<file path="config.mk">
export PLATFORM = sky130hd
export DESIGN_NAME = mem_arbiter
export DESIGN_NICKNAME = d
export VERILOG_FILES = /design/src/rtl/mem_arbiter.sv
export SDC_FILE = /design/constraint.sdc
export NUM_CORES = 1
export LEC_CHECK = 0
export BUFFER_PORTS_ARGS = -buffer_cell sky130_fd_sc_hd__buf_4
export CAP_MARGIN = 20
export CELL_PAD_IN_SITES_DETAIL_PLACEMENT = 1
export CELL_PAD_IN_SITES_GLOBAL_PLACEMENT = 1
export CORE_ASPECT_RATIO = 1.2
export CORE_UTILIZATION = 28
export DETAILED_ROUTE_END_ITERATION = 8
export PLACE_DENSITY = 0.82
export SYNTH_ARGS = -nofsm -noshare
export SYNTH_HDL_FRONTEND = slang
export SYNTH_SLANG_ARGS = --single-unit
</file>
<file path="constraint.sdc">
create_clock -name clk -period 2.6 [get_ports clk]
set_clock_uncertainty 0.1 [all_clocks]
set_input_delay 0.26 -clock clk [delete_from_list [all_inputs] [get_ports clk]]
set_output_delay 0.26 -clock clk [all_outputs]
set_load 0.01 [all_outputs]
</file>
<file path="src/rtl/mem_arbiter.sv">
// mem_arbiter
//
// Shares the core's single memory port between instruction fetch and the
// load/store unit. The winning request is registered onto the bus and held
// there until the bus answers with bus_ready. The response is then routed back
// to whichever requester owns the transaction. A watchdog aborts any
// transaction that waits TIMEOUT cycles without an answer.
//
// Optional feature:
//   ARB_RR_EN  - when defined, contention is resolved round-robin with a
//                one-bit last_grant register. When undefined, data always wins
//                contention, so sustained data traffic can starve fetch.
//
// Parameters:
//   ADDR_W   - address width
//   XLEN     - data width
//   TIMEOUT  - number of bus wait cycles before an abort (1..65535)
//
// Ports:
//   clk, rst                  - clock and asynchronous active-high reset
//   i_req, i_addr             - fetch request and address
//   i_rdata, i_ready          - fetch read data and one-cycle completion pulse
//   d_req, d_we, d_addr,
//   d_wdata, d_wstrb          - data request, store flag, address, store data
//                               and byte enables
//   d_rdata, d_ready          - load data and one-cycle completion pulse
//   bus_req, bus_we, bus_addr,
//   bus_wdata, bus_wstrb      - registered bus request and its fields
//   bus_rdata, bus_ready      - bus read data and one-cycle completion pulse
//   bus_err                   - one-cycle pulse when the watchdog aborts
module mem_arbiter #(
   parameter int ADDR_W  = 32,
   parameter int XLEN    = 32,
   parameter int TIMEOUT = 255
) (
   input  logic              clk,
   input  logic              rst,
   input  logic              i_req,
   input  logic [ADDR_W-1:0] i_addr,
   output logic [XLEN-1:0]   i_rdata,
   output logic              i_ready,
   input  logic              d_req,
   input  logic              d_we,
   input  logic [ADDR_W-1:0] d_addr,
   input  logic [XLEN-1:0]   d_wdata,
   input  logic [3:0]        d_wstrb,
   output logic [XLEN-1:0]   d_rdata,
   output logic              d_ready,
   output logic              bus_req,
   output logic              bus_we,
   output logic [ADDR_W-1:0] bus_addr,
   output logic [XLEN-1:0]   bus_wdata,
   output logic [3:0]        bus_wstrb,
   input  logic [XLEN-1:0]   bus_rdata,
   input  logic              bus_ready,
   output logic              bus_err
);

   typedef enum logic [1:0] {
      IDLE,
      I_BUSY,
      D_BUSY
   } state_t;

   localparam logic [15:0] TMO_LAST = 16'(TIMEOUT - 1);

   state_t      state;
   logic [15:0] wait_cnt;
   logic        grant_data;
   logic        timeout_hit;
   logic        txn_end;

`ifdef ARB_RR_EN
   // Set when the most recent grant went to data; reset means fetch was
   // granted last, so data is favoured on the first contention.
   logic        last_grant;

   // On contention the requester that was not granted last wins.
   always_comb begin
      grant_data = d_req && (!i_req || !last_grant);
   end
`else
   // Fixed priority: data wins whenever it is requesting.
   always_comb begin
      grant_data = d_req;
   end
`endif

   // The watchdog fires in the BUSY cycle where the count reaches TIMEOUT-1
   // and the bus still has not answered. Either outcome ends the transaction.
   always_comb begin
      timeout_hit = (state != IDLE) && !bus_ready && (wait_cnt == TMO_LAST);
      txn_end     = (state != IDLE) && (bus_ready || timeout_hit);
      bus_err     = timeout_hit;
   end

   // Completion is reported to the owner in the same cycle the bus answers.
   // An owner that has already dropped its request gets no ready pulse. Read
   // data is only passed through on a real bus answer; an abort returns zero.
   always_comb begin
      i_ready = (state == I_BUSY) && i_req && txn_end;
      d_ready = (state == D_BUSY) && d_req && txn_end;
      i_rdata = (i_ready && bus_ready) ? bus_rdata : '0;
      d_rdata = (d_ready && bus_ready) ? bus_rdata : '0;
   end

   // Main controller: grants from IDLE, latches the winner's fields onto the
   // bus, holds them through BUSY and returns to IDLE on completion or abort.
   // bus_ready arriving while IDLE is simply ignored.
   always_ff @(posedge clk or posedge rst) begin
      if (rst) begin
         state     <= IDLE;
         wait_cnt  <= '0;
         bus_req   <= 1'b0;
         bus_we    <= 1'b0;
         bus_addr  <= '0;
         bus_wdata <= '0;
         bus_wstrb <= '0;
`ifdef ARB_RR_EN
         last_grant <= 1'b0;
`endif
      end else begin
         case (state)
            IDLE: begin
               if (i_req || d_req) begin
                  bus_req  <= 1'b1;
                  wait_cnt <= '0;
`ifdef ARB_RR_EN
                  last_grant <= grant_data;
`endif
                  if (grant_data) begin
                     state     <= D_BUSY;
                     bus_we    <= d_we;
                     bus_addr  <= d_addr;
                     bus_wdata <= d_wdata;
                     bus_wstrb <= d_wstrb;
                  end else begin
                     state     <= I_BUSY;
                     bus_we    <= 1'b0;
                     bus_addr  <= i_addr;
                     bus_wdata <= '0;
                     bus_wstrb <= 4'h0;
                  end
               end
            end
            I_BUSY, D_BUSY: begin
               if (txn_end) begin
                  state   <= IDLE;
                  bus_req <= 1'b0;
               end else begin
                  wait_cnt <= wait_cnt + 16'd1;
               end
            end
            default: begin
               state   <= IDLE;
               bus_req <= 1'b0;
            end
         endcase
      end
   end

endmodule

</file>
Word level (Yosys, flattened, before mapping):

Cells that the tools add are included.

* register bits after elaboration: 88
* input bits: 138
* output and inout bits: 137
* word-level logic and storage cells: 49

* add/subtract/negate cells: 1
* equal/unequal tests: 6
* multiplexer cells: 16
* reduce and logical (&&, ||, !) cells: 19

Operators with widths (count)
* $mux W32: 4
* $mux W16: 2
* $pmux W16 S2: 1
* $add A16 B1 Y16 const B: 1
* $eq A16 B8 Y1 const B: 1
* $logic_and A1 B1 Y1: 9
* $mux W2: 3
* $ne A2 B2 Y1 const B: 3
* $mux W4: 1
* $pmux W2 S2: 1
* $reduce_and A2 Y1: 2
* $reduce_bool A2 Y1: 2
* $mux W1: 3
* $reduce_and A3 Y1: 1
* $eq A2 B1 Y1 const B: 1
* $eq A2 B2 Y1 const B: 1
* $logic_not A2 Y1: 1
* $logic_or A1 B1 Y1: 2
* $pmux W1 S2: 1
* $reduce_or A2 Y1: 1
* $logic_not A1 Y1: 1

Logic depth before layout (Yosys ltp):

* depth after elaboration: 8
* gate-level depth with buffers: 8
* gate-level depth less buffers: 7

Worst setup path before layout:

OpenSTA, ideal clock, no wires.

* kind: register to output
* from: register state[0]
* to: output i_ready
* arrival: 1.698 ns
* required time: 2.240 ns
* path slack: 0.542 ns
* cell stages (with the launch flop): 7
* path buffers: 0
* cell sequence: dfrtp_1 -> inv_1 -> ha_1 -> and4bb_1 -> and4_2 -> nor2_1 -> nor4bb_1

* longest elaborated chain between the ends: 6
* elaborated cells between the ends (all ways): 8
* those cells by class: 1 x eq/ne; 7 x reduce/logical

RTL lines
* start, declared: RTL line 67 `state_t state;`
* start signal, assigned: RTL line 112 `state <= IDLE;`
* start signal, assigned: RTL line 132 `state <= D_BUSY;`
* start signal, assigned: RTL line 138 `state <= I_BUSY;`
* $reduce_bool A2 Y1: RTL line 92, 93
* $logic_and A1 B1 Y1 (2 in series): RTL line 92 `timeout_hit = (state != IDLE) && !bus_ready && (wait_cnt == TMO_LAST);`
* $logic_or A1 B1 Y1: RTL line 93 `txn_end = (state != IDLE) && (bus_ready || timeout_hit);`
* $logic_and A1 B1 Y1: RTL line 93
* $logic_and A1 B1 Y1 (*): RTL line 101 `i_ready = (state == I_BUSY) && i_req && txn_end;`
* end, declared: RTL line 41 `output logic i_ready,`

Mark *: on every way between the ends. The rest lies on a longest branch, timed or not.

Worst setup path after layout:

* from: register state[1]
* to: output i_ready

The elaborated chain is that of the path after synthesis.

==> impl_summary.md <==
Clock network
The TritonCTS clock tree is built. After clock tree synthesis, the clock-pin slew on the worst setup and hold paths is 0.07 ns. The H-tree generated during clock tree synthesis spans 3 levels. The clock latency of the later-clocked register in the worst-skew pair is roughly 0.33 ns. The TritonCTS buffer count is 9. In this run the deepest clock path goes through 2 buffers.

The clock sink count is slightly below 90. The cell at the root of the clock tree is sky130_fd_sc_hd__clkbuf_16.

Die
The area of the placeable core is about 16000 um^2. The area of the die is 16490 um^2. The starting density of the core is 0.2861.

The floorplan step set the die height to 140.5 um. After floorplanning, the core was divided into 50 placement rows. The top-level port count is 275.

The floorplan step set the die width to 117.4 um.

Yosys
The portion of the post-synthesis area used by sequential elements is 0.4922. The share of flip-flops with an asynchronous set or reset is 1.000. In the post-synthesis netlist, the biggest area contributors are sky130_fd_sc_hd__dfrtp_1 49%, sky130_fd_sc_hd__and2_1 9.5%, sky130_fd_sc_hd__a22o_1 7.2%. The number of nets handed over by synthesis was about 600.

The synthesized flop and latch total is 88. The post-synthesis instance area is ~4500 um^2. The dominant register cell in the synthesized netlist is sky130_fd_sc_hd__dfrtp_1.

The cell count after synthesis came out at 443. Synthesis instantiated between 40 and 50 different standard cells from the library. Counting flops with a built-in enable in the synthesized netlist gives 0. The area share of the leading cell type in the synthesized netlist is 0.4922. During synthesis, Yosys emitted a total of 0 warnings. The mean cell area of the mapped netlist is ~10 um^2.

The library cell with the largest summed area after synthesis is sky130_fd_sc_hd__dfrtp_1.

STA
Across all setup checks in the final design, the least slack found is 0.1099 ns. The count of final hold-check violations is 0. Setup repair after global routing left no endpoint under its margin. In the final timing run, aggregate negative setup slack is 0 ns. Setup violations remaining at the end of the flow were counted as 0. The final max-slew violation count is 0.

The worst pin sits at a relative slew slack of 0.5208. The final period utilization is 0.9577. The maximum clock frequency is 401.6 MHz.

The clock period minus worst slack is 2.490 ns. For the pin with the worst max-slew slack, the measured transition is 0.7161 ns.

GRT
The met1 track demand over resource is 0.2036. The number of antenna violations at the first check in global routing is 0. The met2 layer usage reported by global route is 0.3653. The total global routing overflow is 0. For this run, global-route usage on met3 was measured as 0.04520.

In the global route stage, overall resource usage came out at 0.1923. The pin count of the biggest net entering global routing is 89. The first global-routing pass estimated 25.32 mm of wire. After global routing, the most crowded layer is met2. The number of global-route vias before repair came to between 5000 and 6000.

Critical path
Traced cell by cell, the critical path runs through inv_1 -> ha_1 -> and4bb_1 -> and4_4 -> nor2_2 -> nor4bb_1 -> buf_4. The cell with the largest stage delay on the worst path is sky130_fd_sc_hd__dfrtp_1. The buffer and inverter count on the worst path is 2.

The total stage count of the critical path is 7. In this run the critical register-to-register path is launched from state[1]. In this run the register-to-register setup slack is between 0.3 and 0.4 ns. The largest single stage delay on the critical path is 0.39 ns. Of all nets on the critical path, the largest fanout is 5.

The depth of the worst register-to-register path is 8. The termination of the worst setup path is i_ready. The launch point of the critical path is state[1]. The critical path required time is 2.24 ns. STA classifies the critical path endpoint as an output port. The category of the most critical setup path is flip-flop to output port. The endpoint of the lowest-slack register-to-register path is wait_cnt[5]. The dominant delay contributor by cell family on the critical path is simple AND/OR/NAND/NOR gates. STA classifies the critical path startpoint as a flip-flop. The signal arrival time at the worst endpoint is 2.13 ns.

Cells and area
In the final layout, the share of cells above drive strength 1 is 0.4455. Measured on the finished design, the core utilization comes to 0.4522. The growth of design area from synthesis to finish is 58.05%. After the last flow step, the layout net total stands at 854. The number of antenna cells inserted is 0.

Placement
Routability-driven placement finished with a final weighted congestion of 0.8467. Detailed placement ended at an HPWL of 12.03 mm. Timing analysis after detailed placement gives a worst setup slack of between 0.3 and 0.4 ns. Buffers placed on the I/O ports in this run total 274.

Pwr
In this run the power density over the cells is roughly 870 nW/um^2. The analysis attributes to cell leakage a power of roughly 3.6 nW. The largest voltage drop on the vdd net is 0.0003427 V.

Routing
The remaining antenna violation count after routing is 0. The final layout contains routed wiring with a total length of 15.72 mm. The first detailed-routing pass took 4 iterations. After detailed routing, the number of vias per cell comes to between 4 and 5. In the final routed layout, each cell accounts on average for 17.01 um. The violation count after the first detailed-routing iteration is 206. The post-route DRC violation count is 0. The total vias in the final route is 4447.

Run status
The run finished with clean final reports.

Worst hold path
The worst hold-check path type is input port to flip-flop.

Run
The number of max-cap violations is 0.
[placed cells by master (no fill, tap or decap), types with 3 or more instances in the layout]
master                      Yosys  layout
sky130_fd_sc_hd__mux2i_1       32      32
sky130_fd_sc_hd__buf_4          2     287
sky130_fd_sc_hd__nand4_1        5       5
sky130_fd_sc_hd__a22o_1        37      37
sky130_fd_sc_hd__clkbuf_16      0       9
sky130_fd_sc_hd__inv_1          7       6
sky130_fd_sc_hd__nor2_1         9       8
sky130_fd_sc_hd__nand3_1        6       6
sky130_fd_sc_hd__a21oi_1       10      10
sky130_fd_sc_hd__and4_1         3       3
sky130_fd_sc_hd__o21ai_1        5       5
sky130_fd_sc_hd__inv_6          0       3
sky130_fd_sc_hd__o211ai_1       3       3
sky130_fd_sc_hd__ha_1           5       5
sky130_fd_sc_hd__o31ai_1        4       4
sky130_fd_sc_hd__o21ai_0       36      36
sky130_fd_sc_hd__and3_1         3       3
sky130_fd_sc_hd__nand2_1       49      49
sky130_fd_sc_hd__dfrtp_1       88      88
sky130_fd_sc_hd__and2_1        68      68
sky130_fd_sc_hd__or3_2          4       4
sky130_fd_sc_hd__nor3_1         6       6
[power by group]
part           internal [mW]  switching (mW)
sequential              1.89           0.324
combinational           1.30            1.43
clock                  0.662           0.554
[worst register-to-register path, cell delays in order (launching register included)]
cell                       delay, ns
sky130_fd_sc_hd__dfrtp_1        0.41
sky130_fd_sc_hd__inv_1          0.09
sky130_fd_sc_hd__ha_1           0.18
sky130_fd_sc_hd__and4bb_1       0.23
sky130_fd_sc_hd__buf_4          0.14
sky130_fd_sc_hd__nand4_2        0.13
sky130_fd_sc_hd__a31oi_4        0.24
sky130_fd_sc_hd__or4_1          0.53
sky130_fd_sc_hd__a21oi_1        0.15
[synth_stat cells, types with 6 or more instances]
| master | number |
|---|---|
| sky130_fd_sc_hd__inv_1 | 7 |
| sky130_fd_sc_hd__o21ai_0 | 36 |
| sky130_fd_sc_hd__nand2_1 | 49 |
| sky130_fd_sc_hd__a22o_1 | 37 |
| sky130_fd_sc_hd__nor2_1 | 9 |
| sky130_fd_sc_hd__clkbuf_1 | 14 |
| sky130_fd_sc_hd__nor3_1 | 6 |
| sky130_fd_sc_hd__nand3_1 | 6 |
| sky130_fd_sc_hd__dfrtp_1 | 88 |
| sky130_fd_sc_hd__a21oi_1 | 10 |
| sky130_fd_sc_hd__mux2i_1 | 32 |
| sky130_fd_sc_hd__and2_1 | 68 |
| sky130_fd_sc_hd__buf_1 | 9 |
[metal layers]
layer / routed length (um) / up-vias
li1: - / 2094
met1: 5752 / 2113
met2: 8514 / 217
met3: 1086 / 23
met4: 363 / 0
met5: 0 / -
[stage by stage]
stage                     instances  power [mW]  hold WS (ns)  area (um^2)
final                           924       6.165       0.03771         7072
after global routing            924       6.597       0.03081         7072
after CTS                       921       6.246       0.02368         7047
after detailed placement        904       4.990        0.3482         6755
after global placement          904       4.851        0.3354         6755
after floorplan                 443       3.545        0.2843         4478
[cell families (layout without fill, tap and decap cells)]
logic type,after synthesis,in the layout,share of synthesized area
adders and majority gates,5,5,0.01398
DFF,88,88,0.4922
AOI/OAI and AO/OA,106,106,0.1636
xor gates and xnor gates,1,1,0.001958
buffers and inverters,39,312,0.03887
muxes,32,32,0.07159
and+or+nand+nor,172,172,0.2178
[area by class of cell]
type	count	area [um^2]
Clock buffer	10	229.0
Clock inverter	6	51.30
Fill cell	1797	8568
Inverter	7	30.03
Multi-Input combinational cell	316	2115
Sequential cell	88	2202
Tap cell	208	260.3
Timing Repair Buffer	289	2185
[worst min-delay path by stage]
| stage | from | endpoint | cells after the start |
|---|---|---|---|
| 2_1_floorplan | i_req | state[1] | 1 |
| 3_3_place_gp | rst | bus_wdata[1] | 3 |
| 3_5_place_dp | rst | bus_addr[27] | 3 |
| 4_1_cts | d_wdata[21] | bus_wdata[21] | 2 |
| 5_1_grt | d_wdata[28] | bus_wdata[28] | 2 |
| 6_report | d_wstrb[0] | bus_wstrb[0] | 2 |
[sequential cells by signal, indices dropped and copies added (netlist names)]
name       cells
bus_addr      32
bus_wdata     32
wait_cnt      16
bus_wstrb      4
state          2
bus_req        1
bus_we         1
[what timing repair did]
| action | in CTS | in global routing |
|---|---|---|
| endpoints found under the hold margin | 88 | 0 |
| gates resized for setup | 1 | 1 |
| pin swaps | 1 | 2 |
| setup buffers | 0 | 3 |
| setup endpoints to repair | 1 | 1 |
| hold buffers | 1 | 0 |
Power figures use the tool's default switching activity.
